File: src/rtl/spike_event_buffer_if.sv
// Readout handshake between the spike event buffer and its consumer.
// The master presents the head timestamp and the slave pulls it with out_ready.
interface spike_event_buffer_if #(
    parameter int TS_W = 8
);
    logic            out_valid;
    logic            out_ready;
    logic [TS_W-1:0] out_data;

    modport master (output out_valid, output out_data, input out_ready);
    modport slave  (input out_valid, input out_data, output out_ready);
endinterface

File: src/rtl/spike_event_buffer.sv
// Timestamps spike rising edges into a show-ahead FIFO and reports the
// number of spikes seen in each completed window of enabled cycles.
module spike_event_buffer #(
    parameter int DEPTH  = 8,
    parameter int TS_W   = 8,
    parameter int WINDOW = 256,
    parameter int RATE_W = 8
) (
    input  logic                     clk,
    input  logic                     reset,
    input  logic                     en,
    input  logic                     spike,
    input  logic                     clear,
    spike_event_buffer_if.master     ob,
    output logic [$clog2(DEPTH):0]   count,
    output logic                     overflow,
    output logic [RATE_W-1:0]        rate,
    output logic                     rate_valid
);
    localparam int PTR_W = $clog2(DEPTH);
    localparam int CNT_W = PTR_W + 1;
    localparam int WIN_W = $clog2(WINDOW);
    localparam logic [CNT_W-1:0]  FULL_CNT = CNT_W'(DEPTH);
    localparam logic [WIN_W-1:0]  WIN_LAST = WIN_W'(WINDOW - 1);
    localparam logic [RATE_W-1:0] ACC_MAX  = '1;

    logic [TS_W-1:0]   mem_q [DEPTH];
    logic [TS_W-1:0]   mem_d [DEPTH];
    logic [PTR_W-1:0]  rd_ptr_q, rd_ptr_d, wr_ptr_q, wr_ptr_d;
    logic [CNT_W-1:0]  count_q, count_d;
    logic [TS_W-1:0]   ts_cnt_q, ts_cnt_d;
    logic [WIN_W-1:0]  win_cnt_q, win_cnt_d;
    logic [RATE_W-1:0] acc_q, acc_d, acc_inc;
    logic [RATE_W-1:0] rate_q, rate_d;
    logic              rate_valid_q, rate_valid_d;
    logic              overflow_q, overflow_d;
    logic              spike_d_q, spike_d_d;
    logic              spike_edge, full, pop, push;

    assign spike_edge = spike & ~spike_d_q & en;
    assign full       = (count_q == FULL_CNT);
    assign pop        = ob.out_valid & ob.out_ready;
    assign push       = spike_edge & (~full | pop);
    // Dropped edges still count toward the rate.
    assign acc_inc    = (spike_edge && acc_q != ACC_MAX) ? acc_q + RATE_W'(1) : acc_q;

    always_comb begin
        mem_d        = mem_q;
        rd_ptr_d     = rd_ptr_q;
        wr_ptr_d     = wr_ptr_q;
        count_d      = count_q;
        ts_cnt_d     = ts_cnt_q;
        win_cnt_d    = win_cnt_q;
        acc_d        = acc_q;
        rate_d       = rate_q;
        rate_valid_d = 1'b0;
        overflow_d   = overflow_q;
        spike_d_d    = spike;
        if (clear) begin
            rd_ptr_d   = '0;
            wr_ptr_d   = '0;
            count_d    = '0;
            ts_cnt_d   = '0;
            win_cnt_d  = '0;
            acc_d      = '0;
            overflow_d = 1'b0;
        end else begin
            if (push) begin
                mem_d[wr_ptr_q] = ts_cnt_q;
                wr_ptr_d        = wr_ptr_q + PTR_W'(1);
            end
            if (pop)
                rd_ptr_d = rd_ptr_q + PTR_W'(1);
            if (push && !pop)
                count_d = count_q + CNT_W'(1);
            else if (pop && !push)
                count_d = count_q - CNT_W'(1);
            if (spike_edge && full && !pop)
                overflow_d = 1'b1;
            if (en) begin
                ts_cnt_d = ts_cnt_q + TS_W'(1);
                if (win_cnt_q == WIN_LAST) begin
                    rate_d       = acc_inc;
                    rate_valid_d = 1'b1;
                    acc_d        = '0;
                    win_cnt_d    = '0;
                end else begin
                    win_cnt_d = win_cnt_q + WIN_W'(1);
                    acc_d     = acc_inc;
                end
            end
        end
    end

    always_ff @(posedge clk or posedge reset) begin
        if (reset) begin
            mem_q        <= '{default: '0};
            rd_ptr_q     <= '0;
            wr_ptr_q     <= '0;
            count_q      <= '0;
            ts_cnt_q     <= '0;
            win_cnt_q    <= '0;
            acc_q        <= '0;
            rate_q       <= '0;
            rate_valid_q <= 1'b0;
            overflow_q   <= 1'b0;
            spike_d_q    <= 1'b0;
        end else begin
            mem_q        <= mem_d;
            rd_ptr_q     <= rd_ptr_d;
            wr_ptr_q     <= wr_ptr_d;
            count_q      <= count_d;
            ts_cnt_q     <= ts_cnt_d;
            win_cnt_q    <= win_cnt_d;
            acc_q        <= acc_d;
            rate_q       <= rate_d;
            rate_valid_q <= rate_valid_d;
            overflow_q   <= overflow_d;
            spike_d_q    <= spike_d_d;
        end
    end

    assign ob.out_valid = (count_q != '0);
    assign ob.out_data  = mem_q[rd_ptr_q];
    assign count        = count_q;
    assign overflow     = overflow_q;
    assign rate         = rate_q;
    assign rate_valid   = rate_valid_q;
endmodule

File: src/flat_wrapper.sv
// flat-port wrapper written by rule: the top's interface ports become plain ports
module spike_event_buffer_flat 
#(
    parameter int DEPTH  = 8,
    parameter int TS_W   = 8,
    parameter int WINDOW = 256,
    parameter int RATE_W = 8
)
  (clk, reset, en, spike, clear, count, overflow, rate, rate_valid, ob_out_valid, ob_out_data, ob_out_ready);
  spike_event_buffer_if #(.TS_W(TS_W)) ob_i ();
  input  logic clk;
  input  logic reset;
  input  logic en;
  input  logic spike;
  input  logic clear;
  output logic [$clog2(DEPTH):0] count;
  output logic overflow;
  output logic [RATE_W-1:0] rate;
  output logic rate_valid;
  output wire logic [$bits(ob_i.out_valid)-1:0] ob_out_valid;
  output wire logic [$bits(ob_i.out_data)-1:0] ob_out_data;
  input wire logic [$bits(ob_i.out_ready)-1:0] ob_out_ready;
  assign ob_out_valid = ob_i.out_valid;
  assign ob_out_data = ob_i.out_data;
  assign ob_i.out_ready = ob_out_ready;
  spike_event_buffer #(.DEPTH(DEPTH), .TS_W(TS_W), .WINDOW(WINDOW), .RATE_W(RATE_W)) u_core (.clk(clk), .reset(reset), .en(en), .spike(spike), .clear(clear), .ob(ob_i), .count(count), .overflow(overflow), .rate(rate), .rate_valid(rate_valid));
endmodule
File: config.mk
export PLATFORM = sky130hd
export DESIGN_NAME = spike_event_buffer_flat
export DESIGN_NICKNAME = d
export VERILOG_FILES = /design/src/rtl/spike_event_buffer_if.sv /design/src/rtl/spike_event_buffer.sv /design/src/flat_wrapper.sv
export SDC_FILE = /design/constraint.sdc
export NUM_CORES = 1
export LEC_CHECK = 0
export CAP_MARGIN = 20
export CORE_ASPECT_RATIO = 1.5
export CORE_MARGIN = 1.5
export CORE_UTILIZATION = 39
export CTS_CLUSTER_DIAMETER = 100
export CTS_CLUSTER_SIZE = 30
export DETAILED_ROUTE_END_ITERATION = 10
export SETUP_SLACK_MARGIN = 0.02
export SYNTH_ARGS = -nofsm -noshare
export SYNTH_HDL_FRONTEND = slang
export SYNTH_SLANG_ARGS = --single-unit
File: constraint.sdc
create_clock -name clk -period 3.7 [get_ports clk]
set_clock_uncertainty 0.15 [all_clocks]
set_input_delay 0.74 -clock clk [delete_from_list [all_inputs] [get_ports clk]]
set_output_delay 0.74 -clock clk [all_outputs]
set_load 0.05 [all_outputs]
==> run_results.csv <==
group,metric,value,unit
synth,mappedNetlistNets,438,
flow_run,maxCapViolCount,0,
critical_path,worstRegToRegCells,7,
route,route.antenna.remaining_nets,0,
synth,register_area_share_after_synthesis,0.515,
cts,cts_hold_buffers,0,
route,route.vias.total,3388,
critical_path,crit_family,"multiplexers",
power_and_ir_drop,power_per_cell_area,471,mW/mm^2
critical_path,r2r_setup_slack,1030,ps
floorplanning,initial_utilization,0.396,
floorplanning,die_w,98.2,microns
sta,timing.final.setup_violations,0,
route,routed_wl,10900,microns
sta,slew_violations,0,
critical_path,timing.critical_path.required,2810,ps
synth,synth_top_family_by_area,"multiplexers",
critical_path,path_depth,3,
cts,clk_transition_reported_paths,70,ps
critical_path,critPathMaxFanout,11,
critical_path,reg2reg_from,"u_core.count[0]",
placement,dpl.hpwl,7510,microns
critical_path,worstSetupEndpointType,"primary output",
cts,cts-htree-levels,3,
sta,layout_setup_ws,364,ps
floorplanning,die_h,146,microns
route,number_of_vias_per_cell_after_detailed_routing,5.48,
critical_path,cp-endpoint,"ob_out_data[5]",
sta,fmaxAchievable,300,MHz
global_routing,grt_pass1_wl,18600,microns
synth,syn_inst,424,
cts,clk_path_buf_depth,2,
critical_path,startpoint_type,"register",
sta,unrepaired_setup_endpoints_after_global_routing,"no",
synth,synth_compound_gate_area_share,0.0710,
route,detail_route.drc_violations,0,
synth,synth.mux.area_fraction,0.231,
synth,syn-mean-instance-area,12.5,sq um
sta,final_hold_viol_count,0,
min_path,hold_path.class,"register to register",
power_and_ir_drop,power.leakage,2.75,nW
sta,fin_setup_tns,0,ps
cells_and_area,mostFrequentLayoutCell,"dfrtp_1",
cells_and_area,num-nets-final,465,
synth,yosysWarnings,0,
synth,yosys.area_share.adder,0.0203,
critical_path,critical_path_arrival,2450,ps
global_routing,global_route.usage.total,0.164,
placement,placement.cell_area,0.00577,sq mm
synth,synth_edf_count,0,
route,dr.first_iter.drc_count,108,
critical_path,crit_path_cell_trace,"mux4_2 -> mux2_2 -> clkdlybuf4s50_1",
critical_path,cp_slowest_stage_delay,700,ps
floorplanning,area_inside_the_core_boundary,0.0134,sq mm
critical_path,cp-startpoint,"u_core.rd_ptr_q[0]",
synth,synthFlopType,"dfrtp_1",
floorplanning,ios,29,
critical_path,crit_slowest_cell,"clkdlybuf4s50_1",
floorplanning,die_area,0.0143,sq mm
cells_and_area,flow.area_growth_from_synthesis,14.3,%
floorplanning,core.rowCount,52,
power_and_ir_drop,sum_of_internal_switching_and_leakage_power,2.85,mW
cts,clock_sink_count,109,
cells_and_area,stdcell_area,0.00606,sq mm
global_routing,number_of_antenna_violations_at_the_first_check_in_global_routing,0,
sta,layout_worst_path_cycle_share,0.902,
cells_and_area,drive_gt1_frac,0.296,
global_routing,grt-ovfl-total,0,
sta,timing.final.crit_period,3340,ps
cts,worstSkewPairLatency,350,ps
cells_and_area,final_cell_mix,"dfrtp_1, mux2_2, nor2_1",
placement,gp_congestion,0.853,
placement,pre_cts_slack,512,ps
synth,synth_async_sr_flop_share,1.00,
synth,yosysUniqueCellTypes,52,
synth,synth_simple_gate_area_share,0.109,
cts,cts_tree,"yes",
route,wl_per_cell,17.6,microns
cells_and_area,finalCoreUtilization,0.452,
cts,clk_root_buffer_cell,"clkbuf_16",
synth,syn-cell-area,0.00530,sq mm
status,run_status,"completed",
critical_path,worstSetupPathType,"register to primary output",
global_routing,first_global_vias,3511,
global_routing,grt_max_degree,50,
synth,synth_xor_xnor_area_share,0.0264,
route,drt_pass1_iterations,5,
cells_and_area,n_antenna_cell,0,
critical_path,cp_num_buf_inv,1,
critical_path,r2r_end,"u_core.count[3]",
placement,buffer_ports.inserted,28,
sta,actual_slew_at_the_worst_max_slew_pin,820,ps
cts,tritoncts.num_buffers,9,
synth,yosys_register_bits,109,
power_and_ir_drop,ir_drop,202,uV
sta,relSlewSlack,0.449,
==> worst min-delay path, delay by kind of cell (launching register included) <==
family / cells / cell delay, ps
flip-flops: 1 / 350
AO/OA/AOI/OAI: 1 / 60
AND/OR/NAND/NOR: 1 / 50
==> timing repair <==
item | 4_1_cts | 5_1_grt
buffers inserted | 0 | 0
setup endpoints to repair | 0 | 3
endpoints found under the hold margin | 0 | 0
gates resized for setup | 0 | 1
==> worst min-delay path by stage <==
stage	depth (start not counted)	startpoint	slack (ps)	to
after CTS	2	u_core.rate[4]	350	u_core.rate[4]
after global routing	1	u_core.mem_q[42]	370	u_core.mem_q[42]
after floorplan	1	u_core.mem_q[0]	320	u_core.mem_q[0]
after detailed placement	2	u_core.rate[3]	320	u_core.rate[3]
after global placement	2	u_core.rate[0]	320	u_core.rate[0]
final	2	u_core.rate[1]	340	u_core.rate[1]
==> through the flow <==
stage / hold WS (ps) / instances
finish: 341 / 618
global route: 371 / 618
CTS: 347 / 618
detailed placement: 325 / 602
global placement: 319 / 602
floorplan: 324 / 424
==> layer usage <==
metal / vias to the layer above / share of wire / GRT usage
met5: - / 0 / 0
met4: 0 / 0.015 / 0.0493
met3: 11 / 0.022 / 0.0288
met2: 34 / 0.54 / 0.288
met1: 1758 / 0.43 / 0.205
li1: 1585 / - / -
==> cell usage after synthesis, types with 2 or more instances <==
library cell | count | share of area
nor3b_1 | 2 | 0.0028
mux4_2 | 16 | 0.068
o21ai_0 | 17 | 0.016
xnor2_1 | 5 | 0.0083
clkbuf_1 | 15 | 0.011
and4b_1 | 2 | 0.0038
buf_2 | 3 | 0.0028
xor2_1 | 11 | 0.018
a21o_1 | 3 | 0.0042
mux2i_1 | 3 | 0.0057
nand3_1 | 3 | 0.0028
nand4_1 | 10 | 0.012
mux2_2 | 74 | 0.16
nand3b_1 | 3 | 0.0042
dfrtp_1 | 109 | 0.51
and2_1 | 2 | 0.0024
buf_1 | 3 | 0.0021
nor3_1 | 3 | 0.0028
ha_1 | 7 | 0.017
buf_4 | 4 | 0.0057
nand2_1 | 23 | 0.016
a31o_2 | 2 | 0.0033
a21oi_1 | 20 | 0.019
o31ai_1 | 2 | 0.0028
and3_1 | 4 | 0.0047
or2_2 | 2 | 0.0024
nor2b_1 | 2 | 0.0024
nor3_2 | 3 | 0.0057
or3_1 | 6 | 0.0071
o211ai_1 | 2 | 0.0028
a22o_1 | 3 | 0.0050
inv_1 | 8 | 0.0057
nor2_1 | 33 | 0.023
==> cells by family after synthesis <==
family / Yosys count
flops: 109
simple gates: 106
mux: 93
compound gates: 58
buf+inv: 34
xor+xnor: 16
fa+ha+maj: 8
==> sequential cells by signal, summed over array words and instances, names as in the netlist <==
| signal | cells |
|---|---|
| u_core.overflow | 1 |
| u_core.count | 4 |
| u_core.acc_q | 8 |
| u_core.ts_cnt_q | 8 |
| u_core.rate_valid | 1 |
| u_core.spike_d_q | 1 |
| u_core.rd_ptr_q | 3 |
| u_core.mem_q | 64 |
| u_core.win_cnt_q | 8 |
| u_core.rate | 8 |
| u_core.wr_ptr_q | 3 |
==> area by class of cell <==
class	instances	area, sq um
clock inverter	3	45.0
clock buffer	13	250
timing repair buffer	42	375
fill	1229	7340
inverter	8	33.8
multi-input combinational	281	2430
sequential	109	2730
tap	162	203
==> report_power, final <==
part	total [mW]	leakage, nW	switching [mW]	internal (mW)
logic	0.576	1.11	0.327	0.248
registers	1.32	1.51	0.0956	1.23
clock network	0.954	0.136	0.409	0.544
total	2.85	2.75	0.832	2.02
Power figures use the tool's default switching activity.
